<file path="config.mk">
export PLATFORM = sky130hd
export DESIGN_NAME = regfile_scoreboard
export DESIGN_NICKNAME = d
export VERILOG_FILES = /design/src/rtl/regfile_pkg.sv /design/src/rtl/regfile_scrub_fsm.sv /design/src/rtl/regfile_scoreboard.sv
export SDC_FILE = /design/constraint.sdc
export NUM_CORES = 2
export LEC_CHECK = 0
export CORE_MARGIN = 4
export CORE_UTILIZATION = 30
export CTS_CLUSTER_SIZE = 20
export DETAILED_ROUTE_END_ITERATION = 10
export MAX_ROUTING_LAYER = met4
export PLACE_DENSITY = 0.47
export REMOVE_ABC_BUFFERS = 1
export SLEW_MARGIN = 20
export SYNTH_ARGS = -nofsm -noshare
export SYNTH_HDL_FRONTEND = slang
export SYNTH_HIERARCHICAL = 1
export SYNTH_SLANG_ARGS = --single-unit
export TNS_END_PERCENT = 20
</file>
<file path="constraint.sdc">
create_clock -name clk -period 6.57 [get_ports clk]
set_input_delay 1.314 -clock clk [delete_from_list [all_inputs] [get_ports clk]]
set_output_delay 1.314 -clock clk [all_outputs]
set_load 0.005 [all_outputs]
</file>
<file path="src/rtl/regfile_pkg.sv">
// ----------------------------------------------------------------------------
// regfile_pkg
// Shared definitions for the parametrised integer register file:
//   - scrub_state_t : scrub engine FSM states (ST_IDLE, ST_SCRUB)
//   - RF_*_DEF      : default width/port constants
//   - rf_rd_addr()  : extracts read-port address p from a packed address bus
// ----------------------------------------------------------------------------
package regfile_pkg;

    typedef enum logic {
        ST_IDLE  = 1'b0,
        ST_SCRUB = 1'b1
    } scrub_state_t;

    localparam int RF_DATA_W_DEF = 32;
    localparam int RF_ADDR_W_DEF = 5;
    localparam int RF_NUM_RD_DEF = 2;

    // Widest packed read-address bus the helper accepts (4 ports x 16 bits).
    localparam int RF_RD_BUS_MAX = 64;

    // Returns the address of read port `port` from a packed bus in which each
    // port occupies `addr_w` bits starting at port*addr_w. Callers zero-extend
    // their bus to RF_RD_BUS_MAX bits and truncate the result to their width.
    function automatic int unsigned rf_rd_addr(
        input logic [RF_RD_BUS_MAX-1:0] bus,
        input int unsigned              port,
        input int unsigned              addr_w
    );
        logic [RF_RD_BUS_MAX-1:0] w_shifted;
        logic [RF_RD_BUS_MAX-1:0] w_mask;
        w_shifted = bus >> (port * addr_w);
        w_mask    = (RF_RD_BUS_MAX'(1) << addr_w) - RF_RD_BUS_MAX'(1);
        return 32'(w_shifted & w_mask);
    endfunction

endpackage : regfile_pkg

</file>
<file path="src/rtl/regfile_scrub_fsm.sv">
// ----------------------------------------------------------------------------
// regfile_scrub_fsm
// Sequential scrub engine: on a clr_req sampled in IDLE it walks every
// register address once (one per cycle, starting at 0) so the parent can
// zero the array. The last step pulses o_scrub_done and the FSM returns to
// IDLE with the counter wrapped back to 0.
//
// Ports:
//   clk          in   clock, rising edge
//   rst_n        in   synchronous active-low reset (aborts a running scrub)
//   i_clr_req    in   start request, only looked at in IDLE
//   o_clr_busy   out  high for the whole scrub (Moore)
//   o_scrub_we   out  write-zero strobe for o_scrub_addr
//   o_scrub_addr out  register being zeroed this cycle
//   o_scrub_done out  high on the final scrub cycle
// ----------------------------------------------------------------------------
module regfile_scrub_fsm
    import regfile_pkg::*;
#(
    parameter int ADDR_W = RF_ADDR_W_DEF
) (
    input  logic              clk,
    input  logic              rst_n,
    input  logic              i_clr_req,
    output logic              o_clr_busy,
    output logic              o_scrub_we,
    output logic [ADDR_W-1:0] o_scrub_addr,
    output logic              o_scrub_done
);

    scrub_state_t      r_state;
    logic [ADDR_W-1:0] r_cnt;

    always_ff @(posedge clk) begin
        if (!rst_n) begin
            r_state <= ST_IDLE;
            r_cnt   <= '0;
        end else begin
            unique case (r_state)
                ST_IDLE: begin
                    if (i_clr_req) begin
                        r_state <= ST_SCRUB;
                    end
                end
                ST_SCRUB: begin
                    // Counter wraps to 0 on the last step, so no explicit clear.
                    r_cnt <= r_cnt + ADDR_W'(1);
                    if (r_cnt == {ADDR_W{1'b1}}) begin
                        r_state <= ST_IDLE;
                    end
                end
                default: begin
                    r_state <= ST_IDLE;
                    r_cnt   <= '0;
                end
            endcase
        end
    end

    assign o_clr_busy   = (r_state == ST_SCRUB);
    assign o_scrub_we   = (r_state == ST_SCRUB);
    assign o_scrub_addr = r_cnt;
    assign o_scrub_done = (r_state == ST_SCRUB) && (r_cnt == {ADDR_W{1'b1}});

endmodule : regfile_scrub_fsm

</file>
<file path="src/rtl/regfile_scoreboard.sv">
// ----------------------------------------------------------------------------
// regfile_scoreboard
// Parametrised integer register file with two write ports (A = writeback,
// B = late load return), a per-register pending-write (busy) scoreboard and
// a sequential scrub engine that zeroes the array on request.
//
// Build option: define RF_BYPASS_EN to add write-through bypass of same-cycle
// writes onto the read ports. Without it, reads show registered state only.
//
// Ports:
//   clk       in   clock, rising edge
//   rst_n     in   synchronous active-low reset
//   rd_addr   in   packed read addresses, port p at [p*ADDR_W +: ADDR_W]
//   rd_data   out  packed read data (combinational)
//   rd_busy   out  busy bit of each read address (combinational)
//   wr_en/wr_addr/wr_data  in  port A write (wins over port B on same addr)
//   ld_en/ld_addr/ld_data  in  port B write, also clears busy[ld_addr]
//   res_en/res_addr        in  reserve: set busy[res_addr]
//   flush     in   clear every busy bit
//   clr_req   in   start scrub (looked at only while idle)
//   clr_busy  out  high while the scrub runs
// ----------------------------------------------------------------------------
module regfile_scoreboard
    import regfile_pkg::*;
#(
    parameter int DATA_W   = RF_DATA_W_DEF,
    parameter int ADDR_W   = RF_ADDR_W_DEF,
    parameter int NUM_RD   = RF_NUM_RD_DEF,
    parameter int ZERO_REG = 1
) (
    input  logic                       clk,
    input  logic                       rst_n,
    input  logic [NUM_RD*ADDR_W-1:0]   rd_addr,
    output logic [NUM_RD*DATA_W-1:0]   rd_data,
    output logic [NUM_RD-1:0]          rd_busy,
    input  logic                       wr_en,
    input  logic [ADDR_W-1:0]          wr_addr,
    input  logic [DATA_W-1:0]          wr_data,
    input  logic                       ld_en,
    input  logic [ADDR_W-1:0]          ld_addr,
    input  logic [DATA_W-1:0]          ld_data,
    input  logic                       res_en,
    input  logic [ADDR_W-1:0]          res_addr,
    input  logic                       flush,
    input  logic                       clr_req,
    output logic                       clr_busy
);

    localparam int DEPTH = 2 ** ADDR_W;

    logic [DATA_W-1:0] r_regs [DEPTH];
    logic [DATA_W-1:0] w_reg_next [DEPTH];
    logic [DEPTH-1:0]  r_busy;
    logic [DEPTH-1:0]  w_busy_next;

    logic              w_clr_busy;
    logic              w_scrub_we;
    logic [ADDR_W-1:0] w_scrub_addr;
    logic              w_scrub_done;

    regfile_scrub_fsm #(
        .ADDR_W (ADDR_W)
    ) u_scrub (
        .clk          (clk),
        .rst_n        (rst_n),
        .i_clr_req    (clr_req),
        .o_clr_busy   (w_clr_busy),
        .o_scrub_we   (w_scrub_we),
        .o_scrub_addr (w_scrub_addr),
        .o_scrub_done (w_scrub_done)
    );

    assign clr_busy = w_clr_busy;

    // ------------------------------------------------------------------
    // Per-register next-state for data and busy bit.
    // ------------------------------------------------------------------
    genvar gi;
    generate
        for (gi = 0; gi < DEPTH; gi++) begin : gen_reg
            // Register 0 is hard-wired to zero/not-busy when ZERO_REG is set.
            localparam bit WRITABLE = (ZERO_REG == 0) || (gi != 0);

            logic w_a_hit;
            logic w_b_hit;
            logic w_res_hit;
            logic w_scrub_hit;

            assign w_a_hit     = wr_en  && (wr_addr      == ADDR_W'(gi));
            assign w_b_hit     = ld_en  && (ld_addr      == ADDR_W'(gi));
            assign w_res_hit   = res_en && (res_addr     == ADDR_W'(gi));
            assign w_scrub_hit = w_scrub_we && (w_scrub_addr == ADDR_W'(gi));

            // While scrubbing, both write ports are ignored and only the
            // scrub strobe can modify the array. Port A beats port B.
            assign w_reg_next[gi] =
                !WRITABLE   ? '0 :
                w_scrub_we  ? (w_scrub_hit ? '0 : r_regs[gi]) :
                w_a_hit     ? wr_data :
                w_b_hit     ? ld_data :
                              r_regs[gi];

            // flush and scrub completion clear everything; otherwise a new
            // reservation beats a load return to the same register.
            assign w_busy_next[gi] =
                !WRITABLE                   ? 1'b0 :
                (flush || w_scrub_done)     ? 1'b0 :
                w_scrub_we                  ? r_busy[gi] :
                w_res_hit                   ? 1'b1 :
                w_b_hit                     ? 1'b0 :
                                              r_busy[gi];
        end
    endgenerate

    always_ff @(posedge clk) begin
        if (!rst_n) begin
            for (int i = 0; i < DEPTH; i++) begin
                r_regs[i] <= '0;
            end
            r_busy <= '0;
        end else begin
            for (int i = 0; i < DEPTH; i++) begin
                r_regs[i] <= w_reg_next[i];
            end
            r_busy <= w_busy_next;
        end
    end

    // ------------------------------------------------------------------
    // Read ports (combinational, zero latency).
    // ------------------------------------------------------------------
    generate
        for (gi = 0; gi < NUM_RD; gi++) begin : gen_rd
            logic [ADDR_W-1:0] w_idx;

            assign w_idx = ADDR_W'(rf_rd_addr(RF_RD_BUS_MAX'(rd_addr), gi, ADDR_W));

`ifdef RF_BYPASS_EN
            logic w_byp_ok;
            logic w_byp_a;
            logic w_byp_b;
            logic w_byp_res;

            // No forwarding while scrubbing (writes are dropped) or onto a
            // hard-wired zero register.
            assign w_byp_ok  = !w_scrub_we && !((ZERO_REG != 0) && (w_idx == '0));
            assign w_byp_a   = w_byp_ok && wr_en  && (wr_addr  == w_idx);
            assign w_byp_b   = w_byp_ok && ld_en  && (ld_addr  == w_idx);
            assign w_byp_res = res_en && (res_addr == w_idx);

            assign rd_data[gi*DATA_W +: DATA_W] =
                w_byp_a ? wr_data :
                w_byp_b ? ld_data :
                          r_regs[w_idx];

            // A returning load resolves the hazard early unless the same
            // register is being re-reserved this cycle.
            assign rd_busy[gi] = (w_byp_b && !w_byp_res) ? 1'b0 : r_busy[w_idx];
`else
            assign rd_data[gi*DATA_W +: DATA_W] = r_regs[w_idx];
            assign rd_busy[gi]                  = r_busy[w_idx];
`endif
        end
    endgenerate

endmodule : regfile_scoreboard

</file>
After elaboration in Yosys (flattened, before gate mapping) --
Memory sizes are Yosys's and may differ from the RTL's. Index checks and enable logic that the tools add are counted.
Storage, ports and cells: bits in registers 38, RAM bits 1024, output and inout port bits 67, word-level logic and storage cells 704, memories 1
Cells by class: add/sub/neg operators 1, $lt $le $gt $ge 2, eq/ne operators 186, mux-type cells 227, bitwise operators 34, reduce and logical (&&, ||, !) cells 219
Memories:
- r_regs | words 32, bits a word 32, read ports 2, clocked after Yosys merged registers in 0, write ports 32, line regfile_scoreboard.sv:51 | logic [DATA_W-1:0] r_regs [DEPTH];
Operators by type and width (number):
- two-way mux 32 bit | 156
- equality test 5 bit, second input constant | 64
- equality test 5 x 4 -> 1 bit, second input constant | 32
- logical AND 1 bit | 124
- != test 3 bit, second input constant | 31
- AND reduction 3 bit | 31
- equality test 5 x 3 -> 1 bit, second input constant | 16
- two-way mux 1 bit | 68
- != test 2 bit, second input constant | 31
- AND reduction 2 bit | 31
- nonzero test 2 bit | 31
- equality test 5 x 2 -> 1 bit, second input constant | 8
- bitwise OR 1 bit | 32
- equality test 5 x 1 -> 1 bit, second input constant | 4
- < comparator 5 x 6 -> 1 bit, second input constant | 2
- binary-select mux 1 bit (select 5 bit) | 2
- adder 5 x 1 -> 5 bit, second input constant | 1
- NOT 1 bit | 2
- one-hot mux 1 bit (2 select lines) | 1
- OR reduction 2 bit | 1
- logical OR 1 bit | 1

Longest topological paths before layout --
depth after elaboration 6, mapped depth 8, depth with buffers taken out 7

By module --
Netlist, hierarchy kept.
Modules (own cells, without submodules):
- regfile_scoreboard | instances 1, cells an instance 6295, area each 63719.9 um^2, sequential area each 30409.2 um^2
- regfile_scrub_fsm | instances 1, cells an instance 29, area each 306.5 um^2, sequential area each 120.1 um^2

Least setup slack after synthesis --
OpenSTA, ideal clock, no wires.
path kind register to register, start reg u_scrub.r_state (netlist: u_scrub/o_clr_busy), end mem r_regs[17][0] in the netlist's numbering (enable), setup time 0.533 ns, arrival 5.035 ns, required time 6.037 ns, slack 1.001 ns, cell stages (with the launch flop) 6, path buffers 3, clock period less this slack 5.569 ns, cells stage by stage dfxtp_1 > buf_4 > clkbuf_1 > buf_1 > nand4b_1 > o311ai_0
RTL lines:
- start, declared | line regfile_scrub_fsm.sv:31 | scrub_state_t r_state;
- start signal, assigned | line regfile_scrub_fsm.sv:36 | r_state <= ST_IDLE;
- start signal, assigned | line regfile_scrub_fsm.sv:42 | r_state <= ST_SCRUB;
- start signal, assigned | line regfile_scrub_fsm.sv:49 | r_state <= ST_IDLE;
- end, declared | line regfile_scoreboard.sv:51

Worst setup path after layout --
start in rd_addr[6], end out rd_data[62]
Between the ends: cells in the longest elaborated chain, start to end 1
Ends and longest elaborated chain:
- start, declared | line regfile_scoreboard.sv:33 | input logic [NUM_RD*ADDR_W-1:0] rd_addr,
- memory (32 x 32 bit)
- end, declared | line regfile_scoreboard.sv:34 | output logic [NUM_RD*DATA_W-1:0] rd_data,
No other way between the ends.

==> qor.yml <==
status: "finished, final reports clean"
worstPathArrival_ns: 4.60
cp-end-kind: "output pin"
critPathTopFamily: "compound AO/OA/AOI/OAI gates"
drc: 0
grt_first_pass_wirelength_um: 429100
dieHeight_um: 470.0
layout_commonest_cell: "nand2_1"
wl_met1_um: 124200
cts_max_path_buffers: 3
cpPeakStageDelay_ns: 0.97
place_area_um2: 69440
synth_seq_area_share: 0.4768
synth_top_area_cell: "edfxtp_1"
synth_edf_count: 992
crit_chain: "buf_4, buf_4, mux2_2, a22o_1, a211oi_1, o31ai_1, clkdlybuf4s50_1"
critPathBufInv: 3
drtAntennaViolNets: 0
clk_pin_slew_ns: 0.05
crit_fanout: 20
tightestPinTransition_ns: 1.227
hold_viol_final: 0
ctsResizeCount: 0
ys_warn_count: 6
grt_start_max_net_pins: 114
dieArea_um2: 220900
syn_area_per_cell_um2: 10.12
detail_route.iter0.violations: 8736
syn-cell-area_um2: 64030
via_count: 55440
drive_above_1_share: 0.1749
maxSlewViolCount: 0
max_freq_mhz: 169.0
worstRegToRegCells: 5
top_layer: "met4"
num_io_pins: 163
coreArea_um2: 212100
start_kind: "input port"
antenna_found_initial: 10
rows: 169
h-tree-depth: 3
area_growth_pct: 14.28
hpwlAfterDp_um: 188200
cp_common_cell: "buf_4"
synthTopCellsByArea: "edfxtp_1, mux4_2, nand2_1, a21oi_1, mux2i_1"
post-route-period-util: 0.9004
fin_skew_ns: 0.02210
viasPerCell: 6.102
ctsHoldBuffers: 0
async_flop_share: 0
numCtsBuffers: 119
final_core_util: 0.3450
initial_utilization: 0.3019
cts-root-buf: "clkbuf_16"
grt_overflow: 0
drtPass1Iterations: 6
synth_top_area_frac: 0.4653
routed-wl-met2_um: 137200
fin_crit_ns: 5.916
gp_congestion: 0.9209
cts_setup_buffers: 0
synthFlopType: "edfxtp_1"
p_total_mw: 17.26
setup_viol_count_final: 0
holdCritPathClass: "reg -> reg"
max_slew_margin: 0.1821
met3_length_um: 33920
mostFrequentLayoutCells: "nand2_1, edfxtp_1, a21oi_1"
clk_latency_ns: 0.80
portBuffers: 162
final_nets: 6263
peakVddDrop_mv: 0.2219
rsz0062_at_grt: "false"
crit_required_ns: 5.26
critPathSlowestCell: "a211oi_1"
cts.sinks: 1029
cellPowerDensity_nw_per_um2: 235.9
cap_violations: 0
power_leakage_nw: 26.32
grt_pass1_vias: 52230
die-width_um: 470.0
wire_per_inst_um: 34.39
ys_seq_elements: 1029
wl_um: 312400
ys_types: 60
cp.depth: 7
stdcell_area_um2: 73170
n_fill_cell: 20900
synthCells: 6324
hold_depth: 2
critPathKind: "in -> out"
cts_tree: "built"
grt.total_usage: 0.2805
[metal layers]
metal,vias to the layer above,global-route usage
met5,-,-
met4,0,0.1264
met3,767,0.05182
met2,4058,0.4139
met1,27890,0.3758
li1,22720,-
[state kept, by name, summed over array words and instances (netlist names)]
name and cells:
u_scrub/o_clr_busy 1, u_scrub/o_scrub_addr 5, r_busy 31, r_regs 992
[final cells by class]
type                            count  area [µm²]  area share
Sequential cell                  1029       30530      0.4173
Timing Repair Buffer              458        4144     0.05664
Multi-Input combinational cell   4553       31230      0.4268
Clock buffer                      142        3085     0.04217
Clock inverter                     73       619.3    0.008465
Antenna cell                        5       12.51   0.0001710
Inverter                            4       15.01   0.0002052
Tap cell                         2821        3530     0.04824
[kinds of logic (layout without fill, tap and decap cells)]
| family | Yosys count | after routing | synth area share |
|---|---|---|---|
| multiplexers | 664 | 664 | 0.1825 |
| other | 0 | 5 | 0 |
| AO/OA/AOI/OAI | 1577 | 1577 | 0.1453 |
| AND/OR/NAND/NOR | 2309 | 2309 | 0.1450 |
| buffers and inverters | 742 | 677 | 0.04987 |
| flip-flops | 1029 | 1029 | 0.4768 |
| XOR/XNOR | 1 | 1 | 0.0001368 |
| adder cells (fa/ha/maj) | 2 | 2 | 0.0003908 |
[power by group]
group / switching (mW) / internal [mW]
Clock: 3.01 / 3.67
Sequential: 0.193 / 7.59
Combinational: 1.77 / 1.02
[Yosys cell counts (5+ instances only)]
| master | count |
|---|---|
| a31oi_1 | 6 |
| a22o_1 | 197 |
| nand2b_1 | 19 |
| or2_2 | 10 |
| buf_2 | 86 |
| buf_4 | 40 |
| or3_1 | 5 |
| a21oi_2 | 31 |
| mux4_2 | 396 |
| o21ai_1 | 85 |
| buf_6 | 20 |
| nor2b_1 | 18 |
| nand4b_1 | 5 |
| nor2_1 | 70 |
| a22oi_1 | 6 |
| o221ai_1 | 12 |
| o31ai_1 | 66 |
| mux2i_1 | 203 |
| nand4bb_1 | 5 |
| o22ai_1 | 66 |
| clkbuf_1 | 494 |
| o21ai_0 | 37 |
| and2_1 | 70 |
| nand3_1 | 20 |
| nor3_1 | 11 |
| buf_1 | 98 |
| edfxtp_1 | 992 |
| dfxtp_1 | 37 |
| nor3_2 | 6 |
| nand2_1 | 2044 |
| a211oi_1 | 66 |
| a21oi_1 | 988 |
| mux2_2 | 65 |
[worst min-delay path, cell delays in order, from the launching register on]
cell and delay, ns:
dfxtp_1 0.31, o21ai_0 0.07, a21oi_1 0.06
[path summary, 6_finish.rpt]
kind / from / endpoint / slack [ns]
setup / recovery: rd_addr[6] / rd_data[62] / 0.65
hold / removal: r_busy[13]$_SDFFE_PP0P_ / r_busy[13]$_SDFFE_PP0P_ / 0.49
setup reg to reg: u_scrub/o_clr_busy$_SDFF_PN0_ / r_regs[13][14]$_SDFFCE_PP0P_ / 2.73
hold reg to reg: r_busy[13]$_SDFFE_PP0P_ / r_busy[13]$_SDFFE_PP0P_ / 0.49
[stage by stage]
stage	hold WS (ns)	setup slack (ns)	TNS (ns)	cells
6_report	0.4864	0.6542	0	9085
5_1_grt	0.5135	0.6923	0	9084
4_1_cts	0.4852	0.7994	0	9080
3_5_place_dp	0.4777	0.8333	0	8865
3_3_place_gp	0.4723	0.8164	0	8865
2_1_floorplan	0.4598	-2.173	-973.49	5586
(Power assumes the default switching activity.)
